### src/rtl/mux_scan_pkg.sv
`default_nettype none
// ============================================================================
// Module   : mux_scan_pkg
// Purpose  : Shared FSM state and mode encodings for the mux_scan selector.
// Revision : 1.0 - initial release
// ============================================================================
package mux_scan_pkg;

    typedef enum logic [0:0] {
        ST_IDLE = 1'b0,
        ST_EMIT = 1'b1
    } state_t;

    localparam logic MODE_DIRECT = 1'b0;
    localparam logic MODE_SCAN   = 1'b1;

endpackage
`default_nettype wire

### src/rtl/mux_next_ch.sv
`default_nettype none
// ============================================================================
// Module   : mux_next_ch
// Purpose  : Combinational finder for the next enabled channel above an index,
//            plus the lowest enabled channel and an any-enabled flag.
// Revision : 1.0 - initial release
// ============================================================================
module mux_next_ch
    import mux_scan_pkg::*;
#(
    parameter int N     = 16,
    parameter int IDX_W = $clog2(N)
) (
    input  logic [N-1:0]     i_mask,
    input  logic [IDX_W-1:0] i_cur,
    output logic [IDX_W-1:0] o_next,
    output logic             o_found,
    output logic [IDX_W-1:0] o_lowest,
    output logic             o_any
);

    // Walking downward lets the last hit win, leaving the smallest qualifying index.
    always_comb begin
        o_next   = '0;
        o_found  = 1'b0;
        o_lowest = '0;
        for (int k = N - 1; k >= 0; k--) begin
            if (i_mask[k]) begin
                o_lowest = IDX_W'(k);
                if (k > int'(i_cur)) begin
                    o_next  = IDX_W'(k);
                    o_found = 1'b1;
                end
            end
        end
    end

    assign o_any = |i_mask;

endmodule
`default_nettype wire

### src/rtl/mux_scan.sv
`default_nettype none
// ============================================================================
// Module   : mux_scan
// Purpose  : NUM_IN:1 channel selector with registered valid/ready output,
//            direct and ascending-scan modes. Optional continuous scan with a
//            stop input is enabled by defining MUX_SCAN_CONT_EN.
// Revision : 1.0 - initial release
// ============================================================================
module mux_scan
    import mux_scan_pkg::*;
#(
    parameter int NUM_IN = 16,
    parameter int DATA_W = 8,
    parameter int SEL_W  = $clog2(NUM_IN)
) (
    input  logic                     clk,
    input  logic                     rst_n,
    input  logic [NUM_IN*DATA_W-1:0] in_data,
    input  logic [SEL_W-1:0]         sel,
    input  logic                     mode,
    input  logic [NUM_IN-1:0]        ch_mask,
    input  logic                     start,
`ifdef MUX_SCAN_CONT_EN
    input  logic                     stop,
`endif
    output logic [DATA_W-1:0]        out_data,
    output logic [SEL_W-1:0]         out_ch,
    output logic                     out_valid,
    input  logic                     out_ready,
    output logic                     out_last,
    output logic                     busy,
    output logic                     err
);

    state_t              r_state, w_state_nxt;
    logic [DATA_W-1:0]   r_data,  w_data_nxt;
    logic [SEL_W-1:0]    r_ch,    w_ch_nxt;
    logic                r_valid, w_valid_nxt;
    logic                r_last,  w_last_nxt;
    logic                r_busy,  w_busy_nxt;
    logic                r_err,   w_err_nxt;
    logic [NUM_IN-1:0]   r_mask,  w_mask_nxt;

    logic [DATA_W-1:0]   w_chan [NUM_IN];
    logic [NUM_IN-1:0]   w_mask_sel;
    logic [SEL_W-1:0]    w_next, w_lowest, w_scan_ch, w_clamp, w_pick;
    logic                w_found, w_any, w_more, w_wrap;
    logic [DATA_W-1:0]   w_pick_data;

    for (genvar k = 0; k < NUM_IN; k++) begin : g_chan
        assign w_chan[k] = in_data[k*DATA_W +: DATA_W];
    end

    // In IDLE the finder looks at the live mask; during a scan, at the snapshot.
    assign w_mask_sel = (r_state == ST_IDLE) ? ch_mask : r_mask;

    mux_next_ch #(
        .N     (NUM_IN),
        .IDX_W (SEL_W)
    ) u_next_ch (
        .i_mask   (w_mask_sel),
        .i_cur    (r_ch),
        .o_next   (w_next),
        .o_found  (w_found),
        .o_lowest (w_lowest),
        .o_any    (w_any)
    );

    assign w_scan_ch   = ((r_state == ST_IDLE) || r_last) ? w_lowest : w_next;
    assign w_more      = (w_mask_sel >> w_scan_ch) > NUM_IN'(1);
    assign w_clamp     = (int'(sel) > NUM_IN - 1) ? SEL_W'(NUM_IN - 1) : sel;
    assign w_pick      = ((r_state == ST_IDLE) && (mode == MODE_DIRECT)) ? w_clamp : w_scan_ch;
    assign w_pick_data = w_chan[w_pick];

`ifdef MUX_SCAN_CONT_EN
    logic r_mode,      w_mode_nxt;
    logic r_stop_pend, w_stop_pend_nxt;

    assign w_wrap = (r_mode == MODE_SCAN) && !(r_stop_pend || stop);
`else
    assign w_wrap = 1'b0;
`endif

    always_comb begin
        w_state_nxt = r_state;
        w_data_nxt  = r_data;
        w_ch_nxt    = r_ch;
        w_valid_nxt = r_valid;
        w_last_nxt  = r_last;
        w_busy_nxt  = r_busy;
        w_err_nxt   = 1'b0;
        w_mask_nxt  = r_mask;
`ifdef MUX_SCAN_CONT_EN
        w_mode_nxt      = r_mode;
        w_stop_pend_nxt = r_stop_pend;
`endif
        case (r_state)
            ST_IDLE: begin
                if (start) begin
                    if ((mode == MODE_DIRECT) || w_any) begin
                        w_data_nxt  = w_pick_data;
                        w_ch_nxt    = w_pick;
                        w_last_nxt  = (mode == MODE_DIRECT) ? 1'b1 : !w_more;
                        w_valid_nxt = 1'b1;
                        w_busy_nxt  = 1'b1;
                        w_mask_nxt  = ch_mask;
                        w_state_nxt = ST_EMIT;
`ifdef MUX_SCAN_CONT_EN
                        w_mode_nxt  = mode;
`endif
                    end else begin
                        w_err_nxt = 1'b1;
                    end
                end
            end
            ST_EMIT: begin
`ifdef MUX_SCAN_CONT_EN
                if (stop) begin
                    w_stop_pend_nxt = 1'b1;
                end
`endif
                if (r_valid && out_ready) begin
                    if ((!r_last && w_found) || (r_last && w_wrap)) begin
                        w_data_nxt = w_pick_data;
                        w_ch_nxt   = w_pick;
                        w_last_nxt = !w_more;
                    end else begin
                        w_valid_nxt = 1'b0;
                        w_last_nxt  = 1'b0;
                        w_busy_nxt  = 1'b0;
                        w_state_nxt = ST_IDLE;
`ifdef MUX_SCAN_CONT_EN
                        w_stop_pend_nxt = 1'b0;
`endif
                    end
                end
            end
            default: begin
                w_state_nxt = ST_IDLE;
            end
        endcase
    end

    always_ff @(posedge clk) begin
        if (!rst_n) begin
            r_state <= ST_IDLE;
            r_data  <= '0;
            r_ch    <= '0;
            r_valid <= 1'b0;
            r_last  <= 1'b0;
            r_busy  <= 1'b0;
            r_err   <= 1'b0;
            r_mask  <= '0;
        end else begin
            r_state <= w_state_nxt;
            r_data  <= w_data_nxt;
            r_ch    <= w_ch_nxt;
            r_valid <= w_valid_nxt;
            r_last  <= w_last_nxt;
            r_busy  <= w_busy_nxt;
            r_err   <= w_err_nxt;
            r_mask  <= w_mask_nxt;
        end
    end

`ifdef MUX_SCAN_CONT_EN
    always_ff @(posedge clk) begin
        if (!rst_n) begin
            r_mode      <= MODE_DIRECT;
            r_stop_pend <= 1'b0;
        end else begin
            r_mode      <= w_mode_nxt;
            r_stop_pend <= w_stop_pend_nxt;
        end
    end
`endif

    assign out_data  = r_data;
    assign out_ch    = r_ch;
    assign out_valid = r_valid;
    assign out_last  = r_last;
    assign busy      = r_busy;
    assign err       = r_err;

endmodule
`default_nettype wire

### config.mk
export PLATFORM = sky130hd
export DESIGN_NAME = mux_scan
export DESIGN_NICKNAME = d
export VERILOG_FILES = /design/src/rtl/mux_scan_pkg.sv /design/src/rtl/mux_next_ch.sv /design/src/rtl/mux_scan.sv
export SDC_FILE = /design/constraint.sdc
export NUM_CORES = 1
export LEC_CHECK = 0
export ABC_AREA = 0
export BUFFER_PORTS_ARGS = -buffer_cell sky130_fd_sc_hd__buf_2
export CAP_MARGIN = 30
export CORE_MARGIN = 2
export CORE_UTILIZATION = 52
export CTS_BUF_LIST = sky130_fd_sc_hd__clkbuf_8
export DETAILED_ROUTE_END_ITERATION = 6
export GPL_TIMING_DRIVEN = 0
export PLACE_DENSITY_LB_ADDON = 0.08
export SLEW_MARGIN = 10
export SYNTH_ARGS = -nofsm -noshare
export SYNTH_HDL_FRONTEND = slang
export SYNTH_SLANG_ARGS = --single-unit
### constraint.sdc
create_clock -name clk -period 3.6 [get_ports clk]
set_input_delay 0.18 -clock clk [delete_from_list [all_inputs] [get_ports clk]]
set_output_delay 0.18 -clock clk [all_outputs]
set_load 0.02 [all_outputs]
==> impl_results.md, run 1 <==
* Outcome: finished clean
* Required @ worst endpoint at 3.78 ns
* Maxcap violations at 0
* Reg2reg end: out_data[6]
* H-tree depth at 2
* N_diodes at 0
* Pleak at approximately 2.4 nW
* Final Max Tran Viols at 0
* Yosys warnings at 0
* Nets at 918
* WL/cell at between 20 and 25 um
* Critical path type: flip-flop to flip-flop
* Period utilization at 0.9753
* Pwr dens at between 300 and 400 nW/um2
* Final hold violation count at 0
* HPWL after detailed placement at 13,800 um
* Global-route usage over all layers at 0.3693
* Crit end category: flip-flop
* First-pass GRT wire length at roughly 26,000 um
* Asr flop ratio synth at 0
* Largest net degree at the start of global routing at 12
* Drt initial violations at ~670
* Post-route ant nets at 0
* Die X at 95.61 um
* EDFF count, synth at 0
* Clock Sink Count at 32
* Starting density of the core at 0.5338
* Gpl congestion at 1.052
* Root buf cell: clkbuf_8
* Reg2reg start: r_state
* Clk slew on worst S/H paths at about 0.080 ns
* Rows at 33
* Post-route DRC violation count at 0
* Count of unique library cells instantiated by Yosys at 81
* Synthesized net count at between 700 and 800
* Util after Layout at 0.6711
* Commonest non-fill, non-tap cell in the layout: buf_2
* Hold Buf Count CTS at 0
* RSZ-0062 raised after global routing: no
* Post-synthesis sequential area ratio at 0.1468
* Core Footprint at 8175 um2
* Clock buffer depth at 2
* Min Tclk post-route at roughly 3.5 ns
* Post-CTS setup buffers at 0
* CP startpoint kind: flip-flop
* Synthesized flop and latch total at 32
* Min-delay worst type: input pin to flip-flop
* Syn Inst Count at 592
* Most frequent cells in the layout: 181 x buf_2, 61 x nand3_1, 50 x nor2_1, 41 x mux2i_1, 39 x o21ai_0
* Relative slew slack at 0.4640
* Vias after detailed routing at 5,833
* Final wirelength at about 18,000 um
* Worst-margin pin slew at 0.8040 ns
* Die area at 9141 um2
* DR pass1 iterations at 7
* Overflow after GRT at 0
* Die Y at 95.61 um
* R2R cell count at 12
* Synthesized area at between 4000 and 5000 um2
* Dpl cells at 864
* Vias per cell at between 6 and 7
* Setup crit start: r_state
* Top Ports at around 170
* Area grow syn2layout at 25.72%
* Post-cts resize count at 1
* Total CTS buffers at 5
* Ys flop type: dfxtp_1
* Flop2flop setup slack at 0.09 ns
* CP max FO at 10
* Cell Count, Final, Fillers Out at ~870
* Number of port buffers at 167
* CTS tree: done
* Worst-case vdd ir drop at 0.2373 mV
* Vias in the first global route at slightly above 5,000
* Pwr Total at 2.014 mW
* FMAX at 284.8 MHz
* Skew final at 0.009571 ns
* Syn avg cell area at 7.372 um2
* Critical path data arrival time at 3.69 ns
* Layout cells sized above 1 at 0.3238
* Final setup fails at 0
* Crit path to: out_data[6]
* Clk_lat worst skew at about 0.29 ns
* Initial antenna violation count at 0
-- critical path, stage by stage (launching register included) --
cell and delay (ns):
dfxtp_1 0.34, buf_6 0.17, buf_12 0.15, mux2i_1 0.58
o211ai_1 0.21, a32oi_1 0.34, a21boi_1 0.17, o21a_1 0.30
o31ai_4 0.42, buf_2 0.31, a32o_1 0.19, a2111o_1 0.14
nand3_1 0.08
-- through the flow --
stage | worst slack (ns) | hold slack, ns | instance area (um2) | TNS [ns]
floorplan | 0.7194 | 0.3239 | 4364 | 0
global placement | 0.02130 | 0.4322 | 5331 | 0
detailed placement | -0.008699 | 0.4404 | 5331 | -0.008699
CTS | 0.04781 | 0.1707 | 5446 | 0
global route | 0.01344 | 0.1836 | 5487 | 0
finish | 0.08881 | 0.1648 | 5487 | 0
-- sequential cells by signal, indices dropped and copies added, names as in the netlist --
| signal | flops |
|---|---|
| err | 1 |
| r_mask | 16 |
| out_ch | 4 |
| out_data | 8 |
| busy | 1 |
| r_state | 1 |
| out_last | 1 |
-- power breakdown --
part	leakage, nW	switching, mW	total (mW)	internal, mW
clock network	0.0541	0.160	0.365	0.205
registers	0.263	0.0377	0.428	0.390
logic	2.08	0.743	1.22	0.479
-- cells in the mapped netlist (all sizes together) (3+ instances only) --
cell type	instances	area, um2
a2111o	8	90.09
a211o	9	78.83
a211oi	11	100.1
a21boi	4	41.29
a21oi	26	133.9
a221o	3	30.03
a31oi	22	152.7
a32o	8	80.08
a32oi	5	43.79
and2	3	18.77
and3	26	162.7
buf	26	201.4
clkbuf	23	86.33
dfxtp	32	640.6
inv	6	22.52
mux2	8	90.09
mux2i	43	442.9
nand2	33	123.9
nand2b	13	81.33
nand3	61	305.3
nand3b	4	30.03
nand4	16	100.1
nor2	53	209.0
nor2b	6	37.54
nor3	17	95.09
nor3b	11	87.58
o2111ai	10	105.1
o211ai	5	37.54
o21a	4	30.03
o21ai	44	227.7
o22ai	4	25.02
o31ai	3	27.52
o32ai	3	48.80
or2	7	43.80
or3	4	25.02
-- cells by family after synthesis --
group | after synthesis | share of synthesized area
mux | 51 | 0.1221
simple gates | 262 | 0.3185
buf+inv | 55 | 0.07110
flops | 32 | 0.1468
compound gates | 192 | 0.3415
-- final cells by class --
class / count / area [um2]
clock inverter: 3 / 42.54
timing repair buffer: 167 / 835.8
fill: 722 / 2689
tap: 105 / 131.4
sequential: 32 / 640.6
multi-input combinational: 505 / 3455
buffer: 48 / 290.3
inverter: 6 / 22.52
clock buffer: 5 / 68.82
-- how the worst min path moves through the flow --
stage | end | startpoint | slack [ns] | cells after the start
CTS | r_mask[0] | ch_mask[0] | 0.17 | 3
global route | r_mask[5] | ch_mask[5] | 0.18 | 3
floorplan | r_mask[0] | ch_mask[0] | 0.32 | 2
detailed placement | out_data[7] | out_data[7] | 0.44 | 2
finish | r_mask[5] | ch_mask[5] | 0.16 | 3
global placement | out_data[4] | out_data[4] | 0.43 | 2
-- per-layer routing --
metal | track usage | wire (um) | up-vias
met1 | 0.5521 | 7664 | 2733
met3 | 0.05455 | 1777 | 53
li1 | - | - | 2660
met4 | 0.06548 | 361 | 0
met5 | 0 | 0 | -
met2 | 0.5635 | 7848 | 387
(Power assumes the default switching activity.)
==> inputs of run 2 (changes only) <==
SETUP_SLACK_MARGIN = 0.2   (was not set)
==> run 2 against run 1 <==
Net effect: sequential cell count unchanged; wire length increased by 0.50%; worst hold slack improved by 0.00093 ns; critical endpoint unchanged; first-iteration DRC count decreased by 2.4%.
==> impl_results.md, run 2 (synthesized netlist as in run 1, its figures left out) <==
* DR pass1 iterations at 6 (was 7)
* Min-delay worst type: input pin to flip-flop (unchanged)
* Post-route cell area at 5679 um2 (was 5487 um2)
* Top Ports at 169 (unchanged)
* CP cell instances: buf_6 -> buf_6 -> mux2i_1 -> a2111oi_0 -> a221o_2 -> a211oi_4 -> a21boi_4 -> clkbuf_4 -> o21ai_0 -> a32o_1 -> a2111o_1 -> nand3_1 (was buf_6 -> buf_12 -> mux2i_1 -> o211ai_1 -> a32oi_1 -> a21boi_1 -> o21a_1 -> o31ai_4 -> buf_2 -> a32o_1 -> a2111o_1 -> nand3_1)
* Commonest non-fill, non-tap cell in the layout: buf_2 (unchanged)
* Worst hold start: ch_mask[0] (was ch_mask[5])
* Met2 WL at 7972 um (was 7848 um)
* Pwr Total at 2.079 mW (was 2.014 mW)
* Layout cells sized above 1 at 0.3561 (was 0.3238)
* Vias in the first global route at 5,083 (was 5,073)
* FMAX at 296.4 MHz (was 284.8 MHz)
* Clock buffer depth at 2 (unchanged)
* Worst path max stage delay at 0.42 ns (was 0.58 ns)
* Final hold violation count at 0 (unchanged)
* Global-route usage over all layers at 0.3692 (was 0.3693)
* Post-route DRC violation count at 0 (unchanged)
* Nets at 927 (was 918)
* Core Footprint at 8175 um2 (unchanged)
* Final TNS setup at 0 ns (unchanged)
* CTS tree: done (unchanged)
* Gpl congestion at 1.052 (unchanged)
* Total CTS buffers at 5 (unchanged)
* N_diodes at 0 (unchanged)
* Area of placed instances at 5331 um2 (unchanged)
* Drt initial violations at 650 (was 666)
* Required @ worst endpoint at 3.83 ns (was 3.78 ns)
* WL/cell at 20.16 um (was 20.27 um)
* Reg2reg start: r_state (unchanged)
* Number of port buffers at 167 (unchanged)
* Clk slew on worst S/H paths at 0.07 ns (was 0.08 ns)
* Die Y at 95.61 um (unchanged)
* Worst-case vdd ir drop at 0.2416 mV (was 0.2373 mV)
* Setup ws final at 0.2265 ns (was 0.08881 ns)
* Starting density of the core at 0.5338 (unchanged)
* Clk_lat worst skew at 0.30 ns (was 0.29 ns)
* H-tree depth at 2 (unchanged)
* Max FFs per register at 16 (unchanged)
* Critical path data arrival time at 3.61 ns (was 3.69 ns)
* Pre-CTS setup slack at -0.008699 ns (unchanged)
* Die X at 95.61 um (unchanged)
* Met3 WL at 1867 um (was 1777 um)
* Die area at 9141 um2 (unchanged)
* Crit end category: flip-flop (unchanged)
* Post-route ant nets at 0 (unchanged)
* Outcome: finished clean (unchanged)
* Final wirelength at 17,740 um (was 17,650 um)
* Relative slew slack at 0.5203 (was 0.4640)
* HPWL after detailed placement at 13,800 um (unchanged)
* Most frequent cells in the layout: 180 x buf_2, 60 x nand3_1, 50 x nor2_1, 39 x o21ai_0, 38 x mux2i_1 (was 181 x buf_2, 61 x nand3_1, 50 x nor2_1, 41 x mux2i_1, 39 x o21ai_0)
* Vias per cell at 6.548 (was 6.697)
* Crit-path most repeated cell: buf_6
* Largest Register: r_mask (unchanged)
* Wl on met1 at 7563 um (was 7664 um)
* CP max FO at 10 (unchanged)
* Top Metal Used: met4 (unchanged)
* Worst-margin pin slew at 0.7170 ns (was 0.8040 ns)
* Initial antenna violation count at 0 (unchanged)
* Rows at 33 (unchanged)
* Critical path type: flip-flop to flip-flop (unchanged)
* Final Max Tran Viols at 0 (unchanged)
* Final setup fails at 0 (unchanged)
* First-pass GRT wire length at 26,490 um (was 26,500 um)
* Pwr dens at 366.1 nW/um2 (was 367.2 nW/um2)
* Area grow syn2layout at 30.13% (was 25.72%)
* Maxcap violations at 0 (unchanged)
* Period utilization at 0.9371 (was 0.9753)
* Vias after detailed routing at 5,762 (was 5,833)
* Pleak at 2.472 nW (was 2.396 nW)
* Skew final at 0.009670 ns (was 0.009571 ns)
* Util after Layout at 0.6947 (was 0.6711)
* Overflow after GRT at 0 (unchanged)
* Clock Sink Count at 32 (unchanged)
* Min Tclk post-route at 3.373 ns (was 3.511 ns)
* Largest net degree at the start of global routing at 12 (unchanged)
* Root buf cell: clkbuf_8 (unchanged)
* Max stage delay cell, worst path: a2111o_1 (was mux2i_1)
* RSZ-0062 raised after global routing: yes (was no)
* Setup crit start: r_state (unchanged)
* CP startpoint kind: flip-flop (unchanged)
==> run 2: cell types whose count changed in the layout (fill, tap and decap cells not counted), moves of 2 or more <==
cell | previous run | this run
clkbuf_1 | 20 | 16
mux2i_1 | 41 | 38
nor3_2 | 3 | 5
mux2i_2 | 1 | 3
clkbuf_2 | 5 | 9
nor3_1 | 14 | 12
buf_4 | 2 | 10
==> run 2: routing by layer <==
layer	GRT usage	vias up
li1	-	2673
met1	0.5473	2659
met2	0.5676	378
met3	0.05613	52
met4	0.06548	0
met5	0	-
==> run 2: path summary, 6_finish.rpt <==
path                 endpoint  slack [ns]  depth (start not counted)
setup reg to reg  out_data[6]        0.23                         12
hold reg to reg   out_data[0]        0.46                          2
setup / recovery  out_data[6]        0.23                         12
hold / removal      r_mask[0]        0.17                          3
==> run 2: power by group <==
part           internal (mW)  switching (mW)
clock network          0.205           0.161
logic                  0.520           0.764
registers              0.390          0.0388
total                   1.12           0.964
==> run 2: layout make-up <==
cell class | count | area [um2]
Buffer | 49 | 309.0
Clock buffer | 5 | 68.82
Clock inverter | 3 | 42.54
Fill cell | 703 | 2496
Inverter | 6 | 22.52
Multi-Input combinational cell | 505 | 3568
Sequential cell | 32 | 640.6
Tap cell | 105 | 131.4
Timing Repair Buffer | 175 | 895.9
==> run 2: worst max-delay path, delay by kind of cell (launching register included) <==
family / cells / cell delay, ns
DFF: 1 / 0.34
buffers and inverters: 3 / 0.62
and+or+nand+nor: 1 / 0.09
AOI/OAI and AO/OA: 7 / 1.88
muxes: 1 / 0.38
==> run 2: repair_timing <==
action	CTS	global route
pin swaps	0	6
setup buffers	0	8
setup endpoints to repair	9	16
resized for setup	8	43
hold buffers	0	0
==> run 2: stage by stage <==
step                instances  hold slack (ns)
global route              880           0.1829
CTS                       872           0.1707
floorplan                 592           0.3239
finish                    880           0.1657
detailed placement        864           0.4404
global placement          864           0.4322
==> inputs of run 3 (changes only) <==
CORE_UTILIZATION = 40   (was 52)
SLEW_MARGIN = not set   (was 10)
SYNTH_HIERARCHICAL = 1   (was not set)
==> run 3 against run 2 <==
Net effect: fmax is 1.1% lower; largest power group unchanged; first-iteration DRC count shrank 78%; clock skew is 0.0013 ns lower; sequential share of layout area up 1.4 points; design area is 10% lower; critical endpoint is now out_data[3]; combinational power decreased by 16%; clock power shrank 6.0%; sequential cell count is the same; utilization shrank 10 points; via count shrank 24%; synthesized area fell by 19%; worst setup slack got worse by 0.038 ns.
==> impl_results.md, run 3 <==
* Clk slew on worst S/H paths at 0.07 ns (about the same)
* WHS at 0.1312 ns (was 0.1657 ns)
* Global-route usage over all layers at 0.2585 (was 0.3692)
* Post-route DRC violation count at 0 (unchanged)
* Vias after detailed routing at 4,365 (was 5,762)
* Vias in the first global route at 4,215 (was 5,083)
* Count leader, synth: nand2_1 (was nand3_1)
* Root buf cell: clkbuf_8 (unchanged)
* Clk_lat worst skew at 0.29 ns (was 0.30 ns)
* Count of unique library cells instantiated by Yosys at 62 (was 81)
* RSZ-0062 raised after global routing: yes (unchanged)
* Post-route ant nets at 0 (unchanged)
* Clock buffer depth at 2 (unchanged)
* CP startpoint kind: flip-flop (unchanged)
* Clock Sink Count at 32 (unchanged)
* Starting density of the core at 0.4096 (was 0.5338)
* Top cells by area, synth: dfxtp_1 18%, nand2_1 12%, mux4_2 11% (was dfxtp_1 15%, mux2i_1 9.6%, nand3_1 7.0%)
* Period utilization at 0.9476 (was 0.9371)
* Post-synthesis sequential area ratio at 0.1811 (was 0.1468)
* Syn avg cell area at 7.323 um2 (was 7.372 um2)
* CP max FO at 10 (unchanged)
* Required @ worst endpoint at 3.76 ns (was 3.83 ns)
* Yosys warnings at 6 (was 0)
* Gpl congestion at 0.8836 (was 1.052)
* Combinational cell fraction of total power at 0.589 (was 0.618)
* Commonest non-fill, non-tap cell in the layout: buf_2 (unchanged)
* DR pass1 iterations at 4 (was 6)
* Die area at 9611 um2 (was 9141 um2)
* Largest Register: r_mask (unchanged)
* Outcome: finished clean (unchanged)
* Synthesized area at 3537 um2 (was 4364 um2)
* Syn Inst Count at 483 (was 592)
* Maxcap violations at 0 (unchanged)
* Total CTS buffers at 5 (unchanged)
* Most frequent cells in the layout: 172 x buf_2, 107 x nand2_1, 45 x a21oi_1, 31 x dfxtp_1 (was 180 x buf_2, 60 x nand3_1, 50 x nor2_1, 39 x o21ai_0, 38 x mux2i_1)
* HPWL after detailed placement at 10,410 um (was 13,800 um)
* Vias per cell at 5.582 (was 6.548)
* Top cell type's share of synthesized area at 0.1811 (was 0.1468)
* Critical path data arrival time at 3.57 ns (was 3.61 ns)
* Asr flop ratio synth at 0 (unchanged)
* FMAX at 293.1 MHz (was 296.4 MHz)
* Switch share at 0.4072 (was 0.4636)
* Number of port buffers at 168 (was 167)
* Critical path type: flip-flop to flip-flop (unchanged)
* Min Tclk post-route at 3.411 ns (was 3.373 ns)
* Pleak at 2.244 nW (was 2.472 nW)
* Area leader, netlist: dfxtp_1 (unchanged)
* Power Internal at 1.084 mW (was 1.115 mW)
* Area grow syn2layout at 44.00% (was 30.13%)
* Layout cells sized above 1 at 0.4398 (was 0.3561)
* Nets at 825 (was 927)
* Reg2reg start: r_state (unchanged)
* Rows at 34 (was 33)
* Synth cell count leaders: 109 x nand2_1, 48 x a21oi_1, 32 x dfxtp_1, 27 x nor2_1, 25 x nand3_1 (was 61 x nand3_1, 51 x nor2_1, 42 x mux2i_1, 39 x o21ai_0, 33 x nand2_1)
* Setup crit start: r_state (unchanged)
* Largest net degree at the start of global routing at 11 (was 12)
* Die Y at 98.04 um (was 95.61 um)
* Relative slew slack at 0.6236 (was 0.5203)
* Initial antenna violation count at 1 (was 0)
* Synthesized net count at 636 (was 745)
* Final setup fails at 0 (unchanged)
* EDFF count, synth at 0 (unchanged)
* Final wirelength at 13,050 um (was 17,740 um)
* Die X at 98.04 um (was 95.61 um)
* Final Max Tran Viols at 0 (unchanged)
* Core Footprint at 8636 um2 (was 8175 um2)
* Worst-case vdd ir drop at 0.1733 mV (was 0.2416 mV)
* Crit path to: out_data[3] (was out_data[6])
* WL/cell at 16.69 um (was 20.16 um)
* Clock power frac at 0.188 (was 0.176)
* Overflow after GRT at 0 (unchanged)
* Flop pwr share at 0.223 (was 0.206)
* Ys flop type: dfxtp_1 (unchanged)
* Worst-margin pin slew at 0.5646 ns (was 0.7170 ns)
* Net Switching at 744.4 uW (was 963.7 uW)
* Max FFs per register at 16 (unchanged)
* Top Ports at 169 (unchanged)
* Reg2reg end: out_data[3] (was out_data[6])
* Flop2flop setup slack at 0.19 ns (was 0.23 ns)
* Synthesized flop and latch total at 32 (unchanged)
* Drt initial violations at 140 (was 650)
* Min-delay worst type: input pin to flip-flop (unchanged)
* Final TNS setup at 0 ns (unchanged)
* Crit end category: flip-flop (unchanged)
* Final hold violation count at 0 (unchanged)
* CTS tree: done (unchanged)
* Pwr dens at 358.9 nW/um2 (was 366.1 nW/um2)
* First-pass GRT wire length at 20,190 um (was 26,490 um)
* Skew final at 0.008376 ns (was 0.009670 ns)
* H-tree depth at 2 (unchanged)
* R2R cell count at 14 (was 12)
==> run 3: changes by cell type in the layout (fill, tap and decap cells not counted), moves of 21 or more <==
cell	delta
a21oi_1	+21
and3_1	-23
mux2i_1	-28
nand2_1	+76
nand3_1	-35
nor2_1	-25
o21ai_0	-22
==> run 3: worst max-delay path, cell delays in order, from the launching register on <==
cell and delay [ns]:
dfxtp_4 0.37, buf_12 0.14, buf_12 0.14, mux2i_4 0.25, inv_1 0.11, and2_1 0.17
a22oi_1 0.21, a221oi_2 0.10, o32ai_2 0.25, mux2i_4 0.18, a21oi_4 0.26, buf_12 0.18
mux4_2 0.55, a22oi_1 0.24, a31oi_1 0.11
==> run 3: metrics by stage <==
step | cell area [um2] | total power, mW | instances | worst slack (ns) | utilization
global route | 5094 | 1.931 | 782 | 0.03447 | 0.5898
CTS | 4903 | 1.762 | 775 | 0.2007 | 0.5678
finish | 5094 | 1.828 | 782 | 0.1887 | 0.5898
global placement | 4513 | 1.319 | 759 | -0.4428 | 0.5226
detailed placement | 4513 | 1.328 | 759 | -0.5398 | 0.5226
floorplan | 3537 | 1.063 | 483 | 0.3999 | -
==> run 3: layout make-up <==
type                       count  area [um2]
fill                         851        3542
inverter                      18       67.56
clock buffer                   5       68.82
multi-input combinational    397        2878
antenna                        1       2.502
buffer                        36       295.3
sequential                    32       644.4
clock inverter                 3       38.79
tap                          108       135.1
timing repair buffer         182       963.4
==> run 3: logic make-up after synthesis <==
logic type | share of synthesized area
compound gates | 0.2699
simple gates | 0.2650
mux | 0.2020
buf+inv | 0.08206
flops | 0.1811
==> run 3: worst min path at each step <==
stage / cells past startpoint / to / from
global route: 3 / r_mask[2] / ch_mask[2]
CTS: 3 / r_mask[2] / ch_mask[2]
global placement: 3 / r_mask[4] / ch_mask[4]
finish: 3 / r_mask[2] / ch_mask[2]
detailed placement: 3 / r_mask[2] / ch_mask[2]
floorplan: 2 / r_mask[0] / ch_mask[0]
==> run 3: power by group through the flow <==
stage / combinational, mW / sequential (mW) / clock (mW)
final: 1.08 / 0.407 / 0.344
after global routing: 1.16 / 0.411 / 0.361
after CTS: 1.01 / 0.407 / 0.348
after detailed placement: 0.916 / 0.413 / 0
after global placement: 0.908 / 0.411 / 0
after floorplan: 0.635 / 0.428 / 0
==> run 3: timing repair <==
item,CTS,global route
setup endpoints to repair,23,14
hold buffers,0,0
buffers inserted,8,5
gates cloned,0,1
hold endpoints to repair,0,0
pin swaps,5,17
resized for setup,48,34
==> run 3: metal layers <==
layer	up-vias	GRT usage	wire, um
met2	147	0.5068	7019
met1	2054	0.2868	5081
met3	24	0.03794	633
met5	-	0	0
li1	2140	-	-
met4	0	0.06944	315
